`config.mk`:
```
export PLATFORM = sky130hd
export DESIGN_NAME = hdmi_lock_ctrl_flat
export DESIGN_NICKNAME = d
export VERILOG_FILES = /design/src/rtl/hdmi_lock_ctrl_pkg.sv /design/src/rtl/hdmi_lock_ctrl_if.sv /design/src/rtl/hdmi_lock_ctrl_satcounter.sv /design/src/rtl/hdmi_lock_ctrl.sv /design/src/flat_wrapper.sv
export SDC_FILE = /design/constraint.sdc
export NUM_CORES = 1
export LEC_CHECK = 0
export CAP_MARGIN = 10
export CORE_MARGIN = 2
export CORE_UTILIZATION = 40
export DETAILED_ROUTE_END_ITERATION = 8
export PLACE_DENSITY = 0.72
export SETUP_SLACK_MARGIN = 0.15
export SLEW_MARGIN = 0
export SYNTH_ARGS = -nofsm -noshare
export SYNTH_HDL_FRONTEND = slang
export SYNTH_SLANG_ARGS = --single-unit
```
`constraint.sdc`:
```
create_clock -name i_clk -period 3.4 [get_ports i_clk]
set_input_delay 0.68 -clock i_clk [delete_from_list [all_inputs] [get_ports i_clk]]
set_output_delay 0.68 -clock i_clk [all_outputs]
set_load 0.05 [all_outputs]
```
`src/rtl/hdmi_lock_ctrl_pkg.sv`:
```
// Shared definitions for the HDMI lock sequencer: state codes, sync-word
// field positions and channel count.
package hdmi_pkg;

  localparam int NCHAN          = 3;
  localparam int SYNC_W         = 5;
  localparam int SYNC_VALID_BIT = 4;
  localparam int SYNC_LOC_MSB   = 3;
  localparam int LOC_W          = SYNC_LOC_MSB + 1;

  typedef enum logic [2:0] {
    S_RESET   = 3'd0,
    S_SEARCH  = 3'd1,
    S_VERIFY  = 3'd2,
    S_LOCKED  = 3'd3,
    S_BACKOFF = 3'd4
  } state_t;

  function automatic int max_of(input int a, input int b);
    return (a > b) ? a : b;
  endfunction

endpackage

```
`src/rtl/hdmi_lock_ctrl_if.sv`:
```
// Bundle between the lock sequencer, the three TMDS aligners and the decoder.
// master = sequencer side, slave = aligner/decoder side.
interface hdmi_lock_ctrl_if;
  import hdmi_pkg::*;

  logic [NCHAN*SYNC_W-1:0] i_sync;
  logic [NCHAN-1:0]        o_chan_reset;
  logic                    o_locked;
  logic [2:0]              o_state;
  logic [NCHAN*LOC_W-1:0]  o_locs;
  logic [7:0]              o_retries;
  logic [15:0]             o_loss_count;

  modport master (
    input  i_sync,
    output o_chan_reset, o_locked, o_state, o_locs, o_retries, o_loss_count
  );

  modport slave (
    output i_sync,
    input  o_chan_reset, o_locked, o_state, o_locs, o_retries, o_loss_count
  );

endinterface

```
`src/rtl/hdmi_lock_ctrl_satcounter.sv`:
```
// Saturating up-counter with synchronous reset and clear; holds at all-ones.
module satcounter #(
  parameter int WIDTH = 8
) (
  input  logic             i_clk,
  input  logic             i_reset,
  input  logic             i_clear,
  input  logic             i_inc,
  output logic [WIDTH-1:0] o_count
);

  always_ff @(posedge i_clk) begin
    if (i_reset || i_clear)
      o_count <= '0;
    else if (i_inc && (o_count != {WIDTH{1'b1}}))
      o_count <= o_count + WIDTH'(1);
  end

endmodule

```
`src/rtl/hdmi_lock_ctrl.sv`:
```
// HDMI pixel-sync lock sequencer: resets the three aligners, searches, verifies and holds lock.
// Define HDMI_LOCK_STATS_EN to build the lock-loss event counter (otherwise o_loss_count is 0).
//
// state     | meaning
// S_RESET   | aligner resets held high for RESET_CYCLES
// S_SEARCH  | waiting for all three channels to report sync
// S_VERIFY  | locations must stay valid and unchanged for the verify window
// S_LOCKED  | link locked; tolerate short invalid bursts
// S_BACKOFF | failed attempt, wait before retrying
module hdmi_lock_ctrl
  import hdmi_pkg::*;
#(
  parameter int RESET_CYCLES = 16,
  parameter int LGTIMEOUT    = 20,
  parameter int LGVERIFY     = 16,
  parameter int LGBACKOFF    = 12,
  parameter int LOSS_GRACE   = 8
) (
  input  logic            i_clk,
  input  logic            i_reset,
  hdmi_lock_ctrl_if.master bus
);

  localparam int TW = max_of(max_of(LGTIMEOUT, LGVERIFY), max_of(LGBACKOFF, 8));

  localparam logic [TW-1:0] RESET_LAST  = TW'(RESET_CYCLES - 1);
  localparam logic [TW-1:0] TIMEOUT_MAX = TW'((64'd1 << LGTIMEOUT) - 64'd1);
  localparam logic [TW-1:0] VERIFY_MAX  = TW'((64'd1 << LGVERIFY) - 64'd1);
  localparam logic [TW-1:0] BACKOFF_MAX = TW'((64'd1 << LGBACKOFF) - 64'd1);
  localparam logic [7:0]    GRACE_MAX   = 8'(LOSS_GRACE);

  state_t                 state_q;
  logic [TW-1:0]          timer_q;
  logic [NCHAN-1:0]       chan_reset_q;
  logic                   locked_q;
  logic [NCHAN*LOC_W-1:0] locs_q;
  logic [7:0]             grace_q;

  logic [NCHAN-1:0]       valid;
  logic [NCHAN*LOC_W-1:0] locs_in;
  logic [NCHAN-1:0]       loc_diff;
  logic                   all_valid;
  logic                   verify_fail;
  logic                   lock_mismatch;
  logic                   retry_inc;
  logic                   loss_event;

  always_comb begin
    valid    = '0;
    locs_in  = '0;
    loc_diff = '0;
    for (int c = 0; c < NCHAN; c++) begin
      valid[c]                    = bus.i_sync[c*SYNC_W + SYNC_VALID_BIT];
      locs_in[c*LOC_W +: LOC_W]   = bus.i_sync[c*SYNC_W +: LOC_W];
      loc_diff[c]                 = (bus.i_sync[c*SYNC_W +: LOC_W] != locs_q[c*LOC_W +: LOC_W]);
    end
  end

  assign all_valid     = &valid;
  assign verify_fail   = !all_valid || (|loc_diff);
  // In lock, a moved location only counts when that channel claims sync.
  assign lock_mismatch = |(valid & loc_diff);

  assign retry_inc  = ((state_q == S_SEARCH) && !all_valid && (timer_q == TIMEOUT_MAX))
                   || ((state_q == S_VERIFY) && verify_fail);
  assign loss_event = (state_q == S_LOCKED) && (lock_mismatch || (grace_q == GRACE_MAX));

  always_ff @(posedge i_clk) begin
    if (i_reset) begin
      state_q      <= S_RESET;
      timer_q      <= '0;
      chan_reset_q <= {NCHAN{1'b1}};
      locked_q     <= 1'b0;
      locs_q       <= '0;
      grace_q      <= '0;
    end else begin
      case (state_q)
        S_RESET: begin
          chan_reset_q <= {NCHAN{1'b1}};
          locked_q     <= 1'b0;
          if (timer_q == RESET_LAST) begin
            state_q      <= S_SEARCH;
            timer_q      <= '0;
            chan_reset_q <= '0;
          end else begin
            timer_q <= timer_q + TW'(1);
          end
        end

        S_SEARCH: begin
          if (all_valid) begin
            locs_q  <= locs_in;
            timer_q <= '0;
            state_q <= S_VERIFY;
          end else if (timer_q == TIMEOUT_MAX) begin
            timer_q <= '0;
            state_q <= S_BACKOFF;
          end else begin
            timer_q <= timer_q + TW'(1);
          end
        end

        S_VERIFY: begin
          if (verify_fail) begin
            timer_q <= '0;
            state_q <= S_BACKOFF;
          end else if (timer_q == VERIFY_MAX) begin
            timer_q  <= '0;
            grace_q  <= '0;
            locked_q <= 1'b1;
            state_q  <= S_LOCKED;
          end else begin
            timer_q <= timer_q + TW'(1);
          end
        end

        S_LOCKED: begin
          if (loss_event) begin
            locked_q     <= 1'b0;
            chan_reset_q <= {NCHAN{1'b1}};
            timer_q      <= '0;
            grace_q      <= '0;
            state_q      <= S_RESET;
          end else if (all_valid) begin
            grace_q <= '0;
          end else begin
            grace_q <= grace_q + 8'd1;
          end
        end

        S_BACKOFF: begin
          if (timer_q == BACKOFF_MAX) begin
            timer_q      <= '0;
            chan_reset_q <= {NCHAN{1'b1}};
            state_q      <= S_RESET;
          end else begin
            timer_q <= timer_q + TW'(1);
          end
        end

        default: begin
          state_q      <= S_RESET;
          timer_q      <= '0;
          chan_reset_q <= {NCHAN{1'b1}};
          locked_q     <= 1'b0;
          grace_q      <= '0;
        end
      endcase
    end
  end

  satcounter #(.WIDTH(8)) u_retries (
    .i_clk   (i_clk),
    .i_reset (i_reset),
    .i_clear (1'b0),
    .i_inc   (retry_inc),
    .o_count (bus.o_retries)
  );

`ifdef HDMI_LOCK_STATS_EN
  satcounter #(.WIDTH(16)) u_loss_count (
    .i_clk   (i_clk),
    .i_reset (i_reset),
    .i_clear (1'b0),
    .i_inc   (loss_event),
    .o_count (bus.o_loss_count)
  );
`else
  assign bus.o_loss_count = 16'h0;
`endif

  assign bus.o_chan_reset = chan_reset_q;
  assign bus.o_locked     = locked_q;
  assign bus.o_state      = state_q;
  assign bus.o_locs       = locs_q;

endmodule
```
`src/flat_wrapper.sv`:
```
// flat-port wrapper written by rule: the top's interface ports become plain ports
module hdmi_lock_ctrl_flat import hdmi_pkg::*;
#(
  parameter int RESET_CYCLES = 16,
  parameter int LGTIMEOUT    = 20,
  parameter int LGVERIFY     = 16,
  parameter int LGBACKOFF    = 12,
  parameter int LOSS_GRACE   = 8
)
  (i_clk, i_reset, bus_i_sync, bus_o_chan_reset, bus_o_locked, bus_o_state, bus_o_locs, bus_o_retries, bus_o_loss_count);
  hdmi_lock_ctrl_if bus_i ();
  input  logic i_clk;
  input  logic i_reset;
  input wire logic [$bits(bus_i.i_sync)-1:0] bus_i_sync;
  output wire logic [$bits(bus_i.o_chan_reset)-1:0] bus_o_chan_reset;
  output wire logic [$bits(bus_i.o_locked)-1:0] bus_o_locked;
  output wire logic [$bits(bus_i.o_state)-1:0] bus_o_state;
  output wire logic [$bits(bus_i.o_locs)-1:0] bus_o_locs;
  output wire logic [$bits(bus_i.o_retries)-1:0] bus_o_retries;
  output wire logic [$bits(bus_i.o_loss_count)-1:0] bus_o_loss_count;
  assign bus_i.i_sync = bus_i_sync;
  assign bus_o_chan_reset = bus_i.o_chan_reset;
  assign bus_o_locked = bus_i.o_locked;
  assign bus_o_state = bus_i.o_state;
  assign bus_o_locs = bus_i.o_locs;
  assign bus_o_retries = bus_i.o_retries;
  assign bus_o_loss_count = bus_i.o_loss_count;
  hdmi_lock_ctrl #(.RESET_CYCLES(RESET_CYCLES), .LGTIMEOUT(LGTIMEOUT), .LGVERIFY(LGVERIFY), .LGBACKOFF(LGBACKOFF), .LOSS_GRACE(LOSS_GRACE)) u_core (.i_clk(i_clk), .i_reset(i_reset), .bus(bus_i));
endmodule
```
==> flow_metrics.py, run 1 <==
metrics = {
    "outcome": {
        "outcome": "finished, final reports clean",
    },
    "floorplan": {
        "ios": 60,
        "core-area_mm2": 0.00725,
        "start_util_pct": 41.4,
        "die_area_mm2": 0.00822,
        "die_x_um": 90.7,
        "fp.dieH_um": 90.7,
        "rows": 31,
    },
    "global_route": {
        "grt-ovfl-total": 0,
        "grt_pass1_wl_um": 11000,
        "antenna_found_initial": 0,
        "grt.total_usage_pct": 15.8,
        "grt_max_degree": 37,
        "grt_pass1_vias": 2444,
    },
    "timing": {
        "min_period_ns": 2.73,
        "setup_violations": 0,
        "setup-tns-final_ns": 0,
        "fin_crit_sh_pct": 80.2,
        "finalMaxSlewViolations": 0,
        "rsz0062_at_grt": "no",
        "worstMarginPinSlew_ns": 0.765,
        "fmax_ghz": 0.367,
        "hold_viol": 0,
        "skew_ns": 0.0116,
        "max_slew_margin_pct": 48.8,
    },
    "critical_path": {
        "cp.arrival_ns": 2.95,
        "crit_slowest_cell": "o41ai_4",
        "crit_path_end_kind": "flop",
        "crit_chain": "clkdlybuf4s50_1 -> xor2_1 -> nor4_4 -> nand4_4 -> o41ai_4 -> o21bai_4 -> a21oi_1",
        "cp_max_fo": 18,
        "slowest_delay_ns": 0.53,
        "required_ns": 3.63,
        "crit_type": "in -> reg",
        "worst-path-buf-inv": 1,
        "crit_family": "compound AO/OA/AOI/OAI gates",
        "start_kind": "primary input",
    },
    "synthesis": {
        "synth_edf_count": 0,
        "synth.top_cell.area_share_pct": 35.3,
        "netlist_instances": 361,
        "synthFlopType": "dfxtp_1",
        "ys_warn_count": 0,
        "synth_seq_cells": 53,
        "synth_top_area_cell": "dfxtp_1",
        "synthTopCellsByArea": "dfxtp_1, xor2_1, nand2_1",
        "synth_cell_types": 54,
        "syn_avg_cell_area_um2": 8.33,
        "synth-async-reset-ratio_pct": 0,
        "yosysSeqAreaShare_pct": 35.3,
        "syn-cell-area_mm2": 0.00301,
    },
    "clock_network": {
        "root_buffer": "clkbuf_8",
        "postCtsSetupBuffers": 0,
        "clkSinkCount": 53,
        "cts_buffers": 5,
        "cts_buffer_depth": 2,
        "cts.clk_slew.worst_paths_ns": 0.09,
        "cts_max_level": 2,
        "cts_tree": "done",
        "clk_latency_ns": 0.30,
        "ctsResizeCount": 0,
        "hold_buffers": 0,
    },
    "cells_and_area": {
        "final-seq-area_mm2": 0.00106,
        "layout_commonest_cell": "dfxtp_1",
        "most-common-layout-cells": "dfxtp_1, nand2_1, clkdlybuf4s50_1",
        "syn_to_final_growth_pct": 17.7,
        "nNetsFinal": 418,
        "diodes": 0,
        "fillers": 714,
        "multi_input_area_mm2": 0.00176,
        "drive_gt1_share_pct": 8.79,
    },
    "power": {
        "power.leakage_nw": 1.24,
        "ir_drop_mv": 0.222,
        "power_density_mw_per_mm2": 314,
        "p_total_mw": 1.11,
    },
    "detailed_routing": {
        "drtIter0Drc": 111,
        "detail-route-antenna-nets": 0,
        "wire_per_inst_um": 13.0,
        "drc": 0,
        "routed-via-count": 2573,
        "vias_per_cell": 5.18,
        "dr.pass1.iters": 4,
        "routed_wl_um": 6450,
    },
    "hold_path": {
        "hold_path.class": "reg -> reg",
    },
    "placed_design": {
        "globalplace.congestion": 0.862,
        "hpwl_um": 4810,
        "io_buffers": 43,
    },
    "job": {
        "maxCapViolCount": 0,
    },
}
## cell usage after synthesis, types with 4 or more instances
cell type and instances:
o31ai_1 4, or3_1 5, nand4_1 11, xor2_1 26
and3_1 8, nand2b_1 4, ha_1 4, a21oi_1 28
buf_4 18, inv_1 7, nand2_1 48, dfxtp_1 53
xnor2_1 4, or4_1 5, nor3_1 8, o21ai_0 13
nor2_1 23, nor2_2 10, a211oi_1 6, clkbuf_1 7
nor4_1 6, nand3_1 14
## power by group
group / switching [mW] / internal (mW) / leakage (nW) / total [mW]
combinational: 0.0724 / 0.0291 / 0.763 / 0.102
clock: 0.197 / 0.184 / 0.0542 / 0.381
sequential: 0.00435 / 0.623 / 0.427 / 0.628
## routing by layer
metal	wire length (um)	track usage, %	part of all wire (%)
met1	3100	19.5	48
met2	3020	27.5	47
met5	0	0	0
met3	248	3.17	3.8
met4	81	5.00	1.3
## metrics by stage
| step | area (um2) | setup slack (ns) | hold slack (ns) | utilization (%) | std cells |
|---|---|---|---|---|---|
| final | 3540 | 0.672 | 0.484 | 48.8 | 497 |
| after global routing | 3540 | 0.417 | 0.509 | 48.8 | 497 |
| after CTS | 3540 | 0.654 | 0.485 | 48.8 | 497 |
| after detailed placement | 3440 | 0.319 | 0.463 | 47.4 | 489 |
| after global placement | 3440 | 0.388 | 0.461 | 47.4 | 489 |
| after floorplan | 3060 | 1.03 | 0.438 | - | 376 |
## registers in the layout (all words and copies together) (netlist names)
name / flops
u_core.grace_q: 8
u_core.bus.o_state: 3
u_core.timer_q: 20
u_core.u_retries.o_count: 8
u_core.bus.o_locs: 12
u_core.bus.o_chan_reset: 1
u_core.bus.o_locked: 1
## path summary, 6_finish.rpt
kind	endpoint	depth (start not counted)	start	slack (ns)
hold / removal	u_core.bus.o_locs[9]$_SDFFE_PP0P_	2	u_core.bus.o_locs[9]$_SDFFE_PP0P_	0.48
hold reg to reg	u_core.bus.o_locs[9]$_SDFFE_PP0P_	2	u_core.bus.o_locs[9]$_SDFFE_PP0P_	0.48
setup reg to reg	u_core.timer_q[14]$_SDFFE_PP0P_	7	u_core.bus.o_state[1]$_SDFFE_PP0P_	0.89
setup / recovery	u_core.timer_q[14]$_SDFFE_PP0P_	7	bus_i_sync[11]	0.67
## logic make-up (layout without fill, tap and decap cells)
logic type,count (synthesis),in the layout,synth area share (%)
other cells,1,16,0.125
buf+inv,40,62,7.87
simple gates,159,159,29.4
xor+xnor,30,30,8.74
compound gates,71,71,15.8
flops,53,53,35.3
fa+ha+maj,4,4,1.67
mux,3,3,1.08
## worst reg2reg max path, stage by stage (launching register included)
cell,delay (ns)
dfxtp_1,0.63
nand2b_2,0.20
a311oi_1,0.47
o2111ai_1,0.18
buf_4,0.24
o21ai_0,0.26
o21bai_4,0.28
a21oi_1,0.19
## cell type report
class,instances,area share [%]
Clock inverter,1,0.141
Clock buffer,7,2.72
Sequential cell,53,30.0
Tap cell,99,3.50
Timing Repair Buffer,47,13.0
Inverter,7,0.743
Multi-Input combinational cell,283,49.9
Note: power is estimated with default switching activity, not from simulation.
==> run 2, diff against run 1 <==
Clock period 3.4 ns to 2.6 ns, I/O delays scaled along.
==> flow_metrics.py, run 2 (synthesized netlist as in run 1, its figures left out) <==
metrics = {
    "clock_network": {
        "cts_max_level": 2,
        "hold_buffers": 0,
        "cts_buffer_depth": 2,
        "cts_tree": "done",
        "cts.clk_slew.worst_paths_ns": 0.09,
        "clkSinkCount": 53,
        "root_buffer": "clkbuf_8",
        "clk_latency_ns": 0.30,
        "cts_buffers": 5,
    },
    "cells_and_area": {
        "drive_gt1_share_pct": 15.8,
        "fillers": 678,
        "nNetsFinal": 444,
        "diodes": 0,
        "most-common-layout-cells": "dfxtp_1, nand2_1, clkdlybuf4s50_1",
        "largest_reg_flops": 20,
        "stdcell_count": 523,
        "largest_register": "u_core.timer_q",
        "syn_to_final_growth_pct": 26.6,
        "fin_util_pct": 52.4,
        "layout_commonest_cell": "dfxtp_1",
    },
    "global_route": {
        "grt_pass1_wl_um": 11300,
        "grt-ovfl-total": 0,
        "grt.total_usage_pct": 16.1,
        "grt_pass1_vias": 2612,
        "grt_max_degree": 20,
        "antenna_found_initial": 0,
    },
    "job": {
        "maxCapViolCount": 0,
    },
    "detailed_routing": {
        "wire_per_inst_um": 12.9,
        "vias_per_cell": 5.27,
        "routed-via-count": 2755,
        "routed_wl_um": 6770,
        "drtIter0Drc": 132,
        "drc": 0,
        "detail-route-antenna-nets": 0,
        "dr.pass1.iters": 4,
    },
    "timing": {
        "fmax_ghz": 0.417,
        "fin_crit_sh_pct": 92.2,
        "rsz0062_at_grt": "yes",
        "holdWs_ns": 0.486,
        "setup_violations": 0,
        "max_slew_margin_pct": 49.6,
        "hold_viol": 0,
        "skew_ns": 0.00475,
        "finalMaxSlewViolations": 0,
        "worstMarginPinSlew_ns": 0.748,
        "min_period_ns": 2.40,
    },
    "power": {
        "power.leakage_nw": 1.39,
        "ir_drop_mv": 0.181,
        "power_density_mw_per_mm2": 409,
    },
    "floorplan": {
        "ios": 60,
        "start_util_pct": 41.4,
        "core-area_mm2": 0.00725,
        "die_area_mm2": 0.00822,
        "die_x_um": 90.7,
        "fp.dieH_um": 90.7,
        "rows": 31,
    },
    "critical_path": {
        "crit_path_end_kind": "flop",
        "crit_chain": "clkdlybuf4s50_1 -> xor2_1 -> buf_4 -> nor4_4 -> nand4_4 -> a22oi_1 -> buf_4 -> buf_4 -> or4_1 -> a21oi_1",
        "crit_slowest_cell": "clkdlybuf4s50_1",
        "required_ns": 2.84,
        "cp_max_fo": 8,
        "critical_path.most_common_cell": "buf_4",
        "slowest_delay_ns": 0.50,
        "cp.arrival_ns": 2.64,
        "crit_type": "in -> reg",
        "start_kind": "primary input",
    },
    "placed_design": {
        "io_buffers": 43,
        "dp.cells": 513,
        "globalplace.congestion": 0.827,
        "hpwl_um": 4870,
    },
    "hold_path": {
        "hold_path.class": "reg -> reg",
    },
    "outcome": {
        "outcome": "finished, final reports clean",
    },
}
run 2: layout make-up:
type	count	area, um2	share of cell area, %
multi-input combinational	283	1800	47.4
sequential	53	1060	27.9
timing repair buffer	73	668	17.6
tap	99	124	3.26
clock buffer	6	82.6	2.17
clock inverter	2	37.5	0.987
inverter	7	26.3	0.691
run 2: timing repair:
action	in CTS	in global routing
gates resized for setup	0	7
endpoints found under the hold margin	0	0
pin swaps	1	4
buffers inserted	2	0
setup endpoints to repair	18	27
run 2: path summary, 6_finish.rpt:
kind                                                        start                                       end  slack (ns)  cells past startpoint
worst min-delay path            u_core.bus.o_locs[1]$_SDFFE_PP0P_         u_core.bus.o_locs[1]$_SDFFE_PP0P_        0.49                      2
worst max register to register     u_core.timer_q[0]$_SDFFE_PP0P_  u_core.u_retries.o_count[5]$_SDFFE_PP0P_        0.30                      9
worst max-delay path                                bus_i_sync[5]  u_core.u_retries.o_count[5]$_SDFFE_PP0P_        0.20                     10
worst min register to register  u_core.bus.o_locs[1]$_SDFFE_PP0P_         u_core.bus.o_locs[1]$_SDFFE_PP0P_        0.49                      2
run 2: worst max-delay path, delay by kind of cell:
family	cells	cell delay [ns]
AOI/OAI and AO/OA	2	0.25
buffers and inverters	4	0.99
xor gates and xnor gates	1	0.27
and+or+nand+nor	3	0.62
run 2: metrics by stage:
step	worst slack (ns)	power, mW	instance area [um2]	setup TNS, ns
after floorplan	0.248	0.953	3060	0
after global placement	-0.112	0.976	3620	-2.12
after detailed placement	-0.173	0.978	3620	-3.23
after CTS	0.177	1.57	3760	0
after global routing	0.0561	1.61	3800	0
final	0.202	1.55	3800	0
run 2: metal layers:
metal	up-vias	part of all wire (%)	routed length [um]	track usage, %
met5	-	0	0	0
met4	0	0.65	44	5.13
met3	2	4.7	318	2.67
met2	79	49	3300	27.5
met1	1307	46	3110	20.8
li1	1367	-	-	-
run 2: where the power goes:
group | total, mW | internal [mW] | switching (mW) | leakage (nW)
sequential | 0.821 | 0.815 | 0.00558 | 0.427
clock | 0.585 | 0.313 | 0.272 | 0.0574
combinational | 0.148 | 0.0485 | 0.0997 | 0.903
==> variant 1: new RTL, flow settings as in run 2 <==
The package constant `NCHAN` goes from 3 to 6.
--- a/src/rtl/hdmi_lock_ctrl_pkg.sv
+++ b/src/rtl/hdmi_lock_ctrl_pkg.sv
@@ -2,7 +2,7 @@
 // field positions and channel count.
 package hdmi_pkg;
 
-  localparam int NCHAN          = 3;
+  localparam int NCHAN          = 6;
   localparam int SYNC_W         = 5;
   localparam int SYNC_VALID_BIT = 4;
   localparam int SYNC_LOC_MSB   = 3;
Ports: changed (resized bus_i_sync, bus_o_chan_reset and bus_o_locs); port bits go from 60 to 90. No check against the original RTL was run, so the function may have changed too.
==> variant 1 against run 2 <==
Final area grew 31%. Register-to-register slack worse by 0.05 ns. Via count increased by 25%. Area after synthesis rose by 24%. Sequential cell count is 12 higher. Critical path depth shrank 2. Combinational power increased by 30%. Worst setup slack better by 0.0039 ns. Global-route usage increased by 2.5 points. Power is 33% higher. Maximum frequency rose by 0.16%. Wire length rose by 37%. Critical endpoint unchanged. Largest power group unchanged.
==> variant 1: results (changes against run 2) <==
qor: status.outcome finished, final reports clean
qor: synthesis.synth_mux_area_share 8.498% [+7.4 points]
qor: synthesis.synth.distinct_cells 65 [+20%]
qor: detailed_routing.drtIter0Drc 153 [+16%]
qor: worst_hold_path.min_delay_path_depth 3 [+1]
qor: placed_design.placement.io_buffers 73 [+70%]
qor: cts.numCtsBuffers 9 [+4]
qor: synthesis.synth.cells.most_frequent sky130_fd_sc_hd__dfxtp_1 (65), sky130_fd_sc_hd__nor2_1 (57), sky130_fd_sc_hd__a21oi_1 (25), sky130_fd_sc_hd__mux2i_1 (25), sky130_fd_sc_hd__xor2_1 (25)
qor: worst_hold_path.holdCritPathClass input port to flip-flop
qor: detailed_routing.num_vias 3,433 [+25%]
qor: sta.worst_slack 0.2056 ns [+0.003884 ns]
qor: detailed_routing.routed_met1_length 3864 um [+24%]
qor: cells_and_area.share_of_cell_area_taken_by_multi_input_logic_gates 45.54% [-1.9 points]
qor: pwr.max-vdd-ir-drop 0.0003126 V [+72%]
qor: pwr.power.leakage 1.842 nW [+33%]
qor: synthesis.post_synthesis_sequential_area_ratio 34.79% [-0.51 points]
qor: worst_hold_path.hold_path_startpoint bus_i_sync[10]
qor: cells_and_area.seq_cells 65 [+23%]
qor: worst_hold_path.hold_path_end u_core.bus.o_locs[8]
qor: cts.cts_resized 7 [+7]
qor: placed_design.cell_total_after_placement 621 [+21%]
qor: cells_and_area.post_route_cells_drive_above_1_share 16.45% [+0.64 points]
qor: synthesis.synth_compound_gate_area_share 14.85% [-0.97 points]
qor: global_routing.met1_usage 22.49% [+1.7 points]
qor: detailed_routing.met2_length 4559 um [+38%]
qor: global_routing.wire_length_of_the_first_global_routing_pass 15,260 um [+35%]
qor: setup_path.worst-r2r-cell-count 7 [-2]
qor: cells_and_area.clock_cell_area_share 3.953% [+0.79 points]
qor: cells_and_area.final.fill_count 833 [+23%]
qor: global_routing.grt_max_degree 47 [+140%]
qor: setup_path.worst_setup_path_startpoint bus_i_sync[8]
qor: sta.hold-worst-slack 0.4828 ns [-0.003224 ns]
qor: global_routing.gr-usage-all-layers 18.61% [+2.5 points]
qor: cells_and_area.largest_reg_flops 24 [+20%]
qor: synthesis.synthTopCellsByArea sky130_fd_sc_hd__dfxtp_1 (35%), sky130_fd_sc_hd__mux2i_1 (6.7%), sky130_fd_sc_hd__xor2_1 (5.9%)
qor: global_routing.first_global_vias 3,281 [+26%]
qor: global_routing.grt.met3_usage 6.033% [+3.4 points]
qor: cts.clk_pin_slew 0.07 ns [-0.02 ns]
qor: synthesis.yosys.area_share.xor_xnor 9.368% [+0.62 points]
qor: detailed_routing.drt_pass1_iterations 5 [+1]
qor: detailed_routing.avgRoutedWirePerCell 14.44 um [+12%]
-- variant 1: cell count changes in the layout (fill, tap and decap cells not counted), sizes merged, moves of 6 or more --
cell | run 2 | this run
dfxtp | 53 | 65
a211oi | 6 | 0
nand2 | 48 | 22
mux2i | 1 | 25
xnor2 | 4 | 15
buf | 30 | 36
nor2 | 33 | 58
clkdlybuf4s50 | 43 | 66
-- variant 1: kinds of logic (layout without fill, tap and decap cells) --
group | count (synthesis) | after routing
xor+xnor | 40 | 40
fa+ha+maj | 4 | 4
compound gates | 79 | 79
flops | 65 | 65
mux | 31 | 31
buf+inv | 45 | 132
simple gates | 162 | 162
other cells | 1 | 16
-- variant 1: report_power, final --
| part | internal [W] | total [W] | switching (W) | leakage, nW |
|---|---|---|---|---|
| Clock | 0.000466 | 0.000870 | 0.000404 | 0.0953 |
| Combinational | 0.0000761 | 0.000192 | 0.000116 | 1.22 |
| Sequential | 0.000999 | 0.00100 | 0.00000474 | 0.525 |
| Total | 0.00154 | 0.00207 | 0.000524 | 1.84 |
==> variant 2: new RTL, settings of run 2 <==
Without the edit above. Make the reset (`i_reset`) asynchronous in one clocked block. Comments in the files are not updated.
--- a/src/rtl/hdmi_lock_ctrl.sv
+++ b/src/rtl/hdmi_lock_ctrl.sv
@@ -65,7 +65,7 @@
                    || ((state_q == S_VERIFY) && verify_fail);
   assign loss_event = (state_q == S_LOCKED) && (lock_mismatch || (grace_q == GRACE_MAX));
 
-  always_ff @(posedge i_clk) begin
+  always_ff @(posedge i_clk or posedge i_reset) begin
     if (i_reset) begin
       state_q      <= S_RESET;
       timer_q      <= '0;
Behaviour: same outputs for any inputs over 10 cycles, from zero or initial values and one cycle with i_reset high; that may be too few to reach the edited logic, so the function may still have changed.
==> variant 2 against run 2 <==
Area after synthesis up 4.4%. Sequential power grew 21%. Final area grew 2.2%. Combinational power grew 55%. Worst setup slack improved by 0.014 ns. Sequential cell count stayed put. Global-route usage up 1.1 points. Wire length rose by 2.5%. Maximum frequency rose by 0.59%. Non-clock buffer count decreased by 5. Power up 12%. Critical endpoint is now u_core.grace_q[2]. Largest cell class unchanged.
==> variant 2: results (changes against run 2) <==
qor: setup_path.cp_max_fo 7 [-1]
qor: synthesis.asyncSetResetFlopFracSynth 84.91% [+85 points]
qor: synthesis.synth.cells.most_frequent sky130_fd_sc_hd__dfrtp_1 (44), sky130_fd_sc_hd__nand3_1 (21), sky130_fd_sc_hd__nand2_1 (20), sky130_fd_sc_hd__buf_4 (18), sky130_fd_sc_hd__nor2_1 (18)
qor: global_routing.met1_usage 23.03% [+2.3 points]
qor: global_routing.grt_max_degree 35 [+75%]
qor: global_routing.grt_use_met2 28.10% [+0.61 points]
qor: cells_and_area.insertedDiodeCount 0 [unchanged]
qor: synthesis.synth.distinct_cells 64 [+19%]
qor: detailed_routing.met2_length 3232 um [-1.9%]
qor: global_routing.first_global_vias 2,635 [+0.88%]
qor: setup_path.reg2reg_from u_core.timer_q[1]
qor: setup_path.worst-r2r-cell-count 8 [-1]
qor: pwr.max-vdd-ir-drop 0.0001808 V [-0.28%]
qor: placed_design.dp_slack -0.2470 ns [-0.07386 ns]
qor: sta.clock-skew-final 0.007137 ns [+0.002391 ns]
qor: setup_path.critical_path_arrival 2.59 ns [-0.05 ns]
qor: detailed_routing.drt_pass1_iterations 5 [+1]
qor: global_routing.grt.met3_usage 3.255% [+0.58 points]
qor: setup_path.crit_path_end u_core.grace_q[2]
qor: setup_path.rr_endpoint u_core.timer_q[17]
qor: pwr.power.leakage 1.648 nW [+19%]
qor: placed_design.detailed_place.area 3750 sq um [+3.7%]
qor: pwr.cellInternalPower 0.001225 W [+4.1%]
qor: detailed_routing.met3_length 351 um [+10%]
qor: status.outcome finished, final reports clean
qor: synthesis.post_synthesis_sequential_area_ratio 41.03% [+5.7 points]
qor: detailed_routing.route.detailed.vias_per_inst 5.408 [+2.7%]
qor: sta.fin_crit 2.384 ns [-0.01403 ns]
qor: placed_design.dp_hpwl 4975 um [+2.2%]
qor: cells_and_area.nets 401 [-9.7%]
qor: global_routing.wire_length_of_the_first_global_routing_pass 12,050 um [+6.5%]
qor: cells_and_area.final.fill_count 710 [+4.7%]
-- variant 2: power groups by stage --
| stage | Sequential (W) | Clock (W) | Combinational [W] |
|---|---|---|---|
| 3_3_place_gp | 0.00100 | 0 | 0.000221 |
| 6_report | 0.000995 | 0.000519 | 0.000229 |
| 2_1_floorplan | 0.000974 | 0 | 0.000203 |
| 4_1_cts | 0.000991 | 0.000531 | 0.000231 |
| 3_5_place_dp | 0.00101 | 0 | 0.000229 |
| 5_1_grt | 0.00101 | 0.000562 | 0.000255 |
-- variant 2: how the worst min path moves through the flow --
stage / from / to / slack [ns] / depth (start not counted)
global placement: u_core.timer_q[15] / u_core.timer_q[15] / 0.50 / 1
finish: u_core.bus.o_locked / u_core.bus.o_locked / 0.52 / 1
global route: u_core.bus.o_chan_reset[1] / u_core.bus.o_chan_reset[1] / 0.56 / 1
detailed placement: u_core.bus.o_locked / u_core.bus.o_locked / 0.50 / 1
CTS: u_core.bus.o_locked / u_core.bus.o_locked / 0.52 / 1
floorplan: u_core.timer_q[15] / u_core.timer_q[15] / 0.47 / 1
-- variant 2: cells by family (layout without fill, tap and decap cells) --
kind of cell / Yosys count / in the layout / synth area share (%)
AOI/OAI and AO/OA: 69 / 69 / 16.63
xor gates and xnor gates: 21 / 21 / 5.861
adders and majority gates: 4 / 4 / 1.595
buffers and inverters: 40 / 85 / 7.695
DFF: 53 / 53 / 41.03
muxes: 17 / 17 / 6.021
other: 1 / 16 / 0.1195
and+or+nand+nor: 116 / 116 / 21.05
-- variant 2: area by class of cell --
class / count / area [sq um] / area share, %
Timing Repair Buffer: 68 / 646.9 / 16.64
Tap cell: 102 / 127.6 / 3.283
Multi-Input combinational cell: 243 / 1690 / 43.48
Clock buffer: 7 / 96.34 / 2.478
Inverter: 9 / 33.78 / 0.8690
Clock inverter: 1 / 5.005 / 0.1287
Sequential cell: 53 / 1287 / 33.12
-- variant 2: per-stage QoR --
step / power (W) / setup TNS, ns / cells
after global placement: 0.001225 / -2.862 / 474
after global routing: 0.001828 / 0 / 483
after detailed placement: 0.001236 / -3.364 / 474
after floorplan: 0.001178 / 0 / 336
after CTS: 0.001753 / 0 / 482
final: 0.001743 / 0 / 483
-- variant 2: worst max-delay path, stage by stage --
cell,delay (ns)
sky130_fd_sc_hd__clkdlybuf4s50_1,0.43
sky130_fd_sc_hd__xor2_1,0.18
sky130_fd_sc_hd__nor4_2,0.35
sky130_fd_sc_hd__nand4_1,0.21
sky130_fd_sc_hd__or2_1,0.31
sky130_fd_sc_hd__a21o_4,0.24
sky130_fd_sc_hd__a221o_1,0.35
-- variant 2: timing repair --
item                                    4_1_cts  5_1_grt
pin swaps                                     0        5
resized for setup                             3        4
endpoints found under the setup margin       10       18
buffers inserted                              0        1
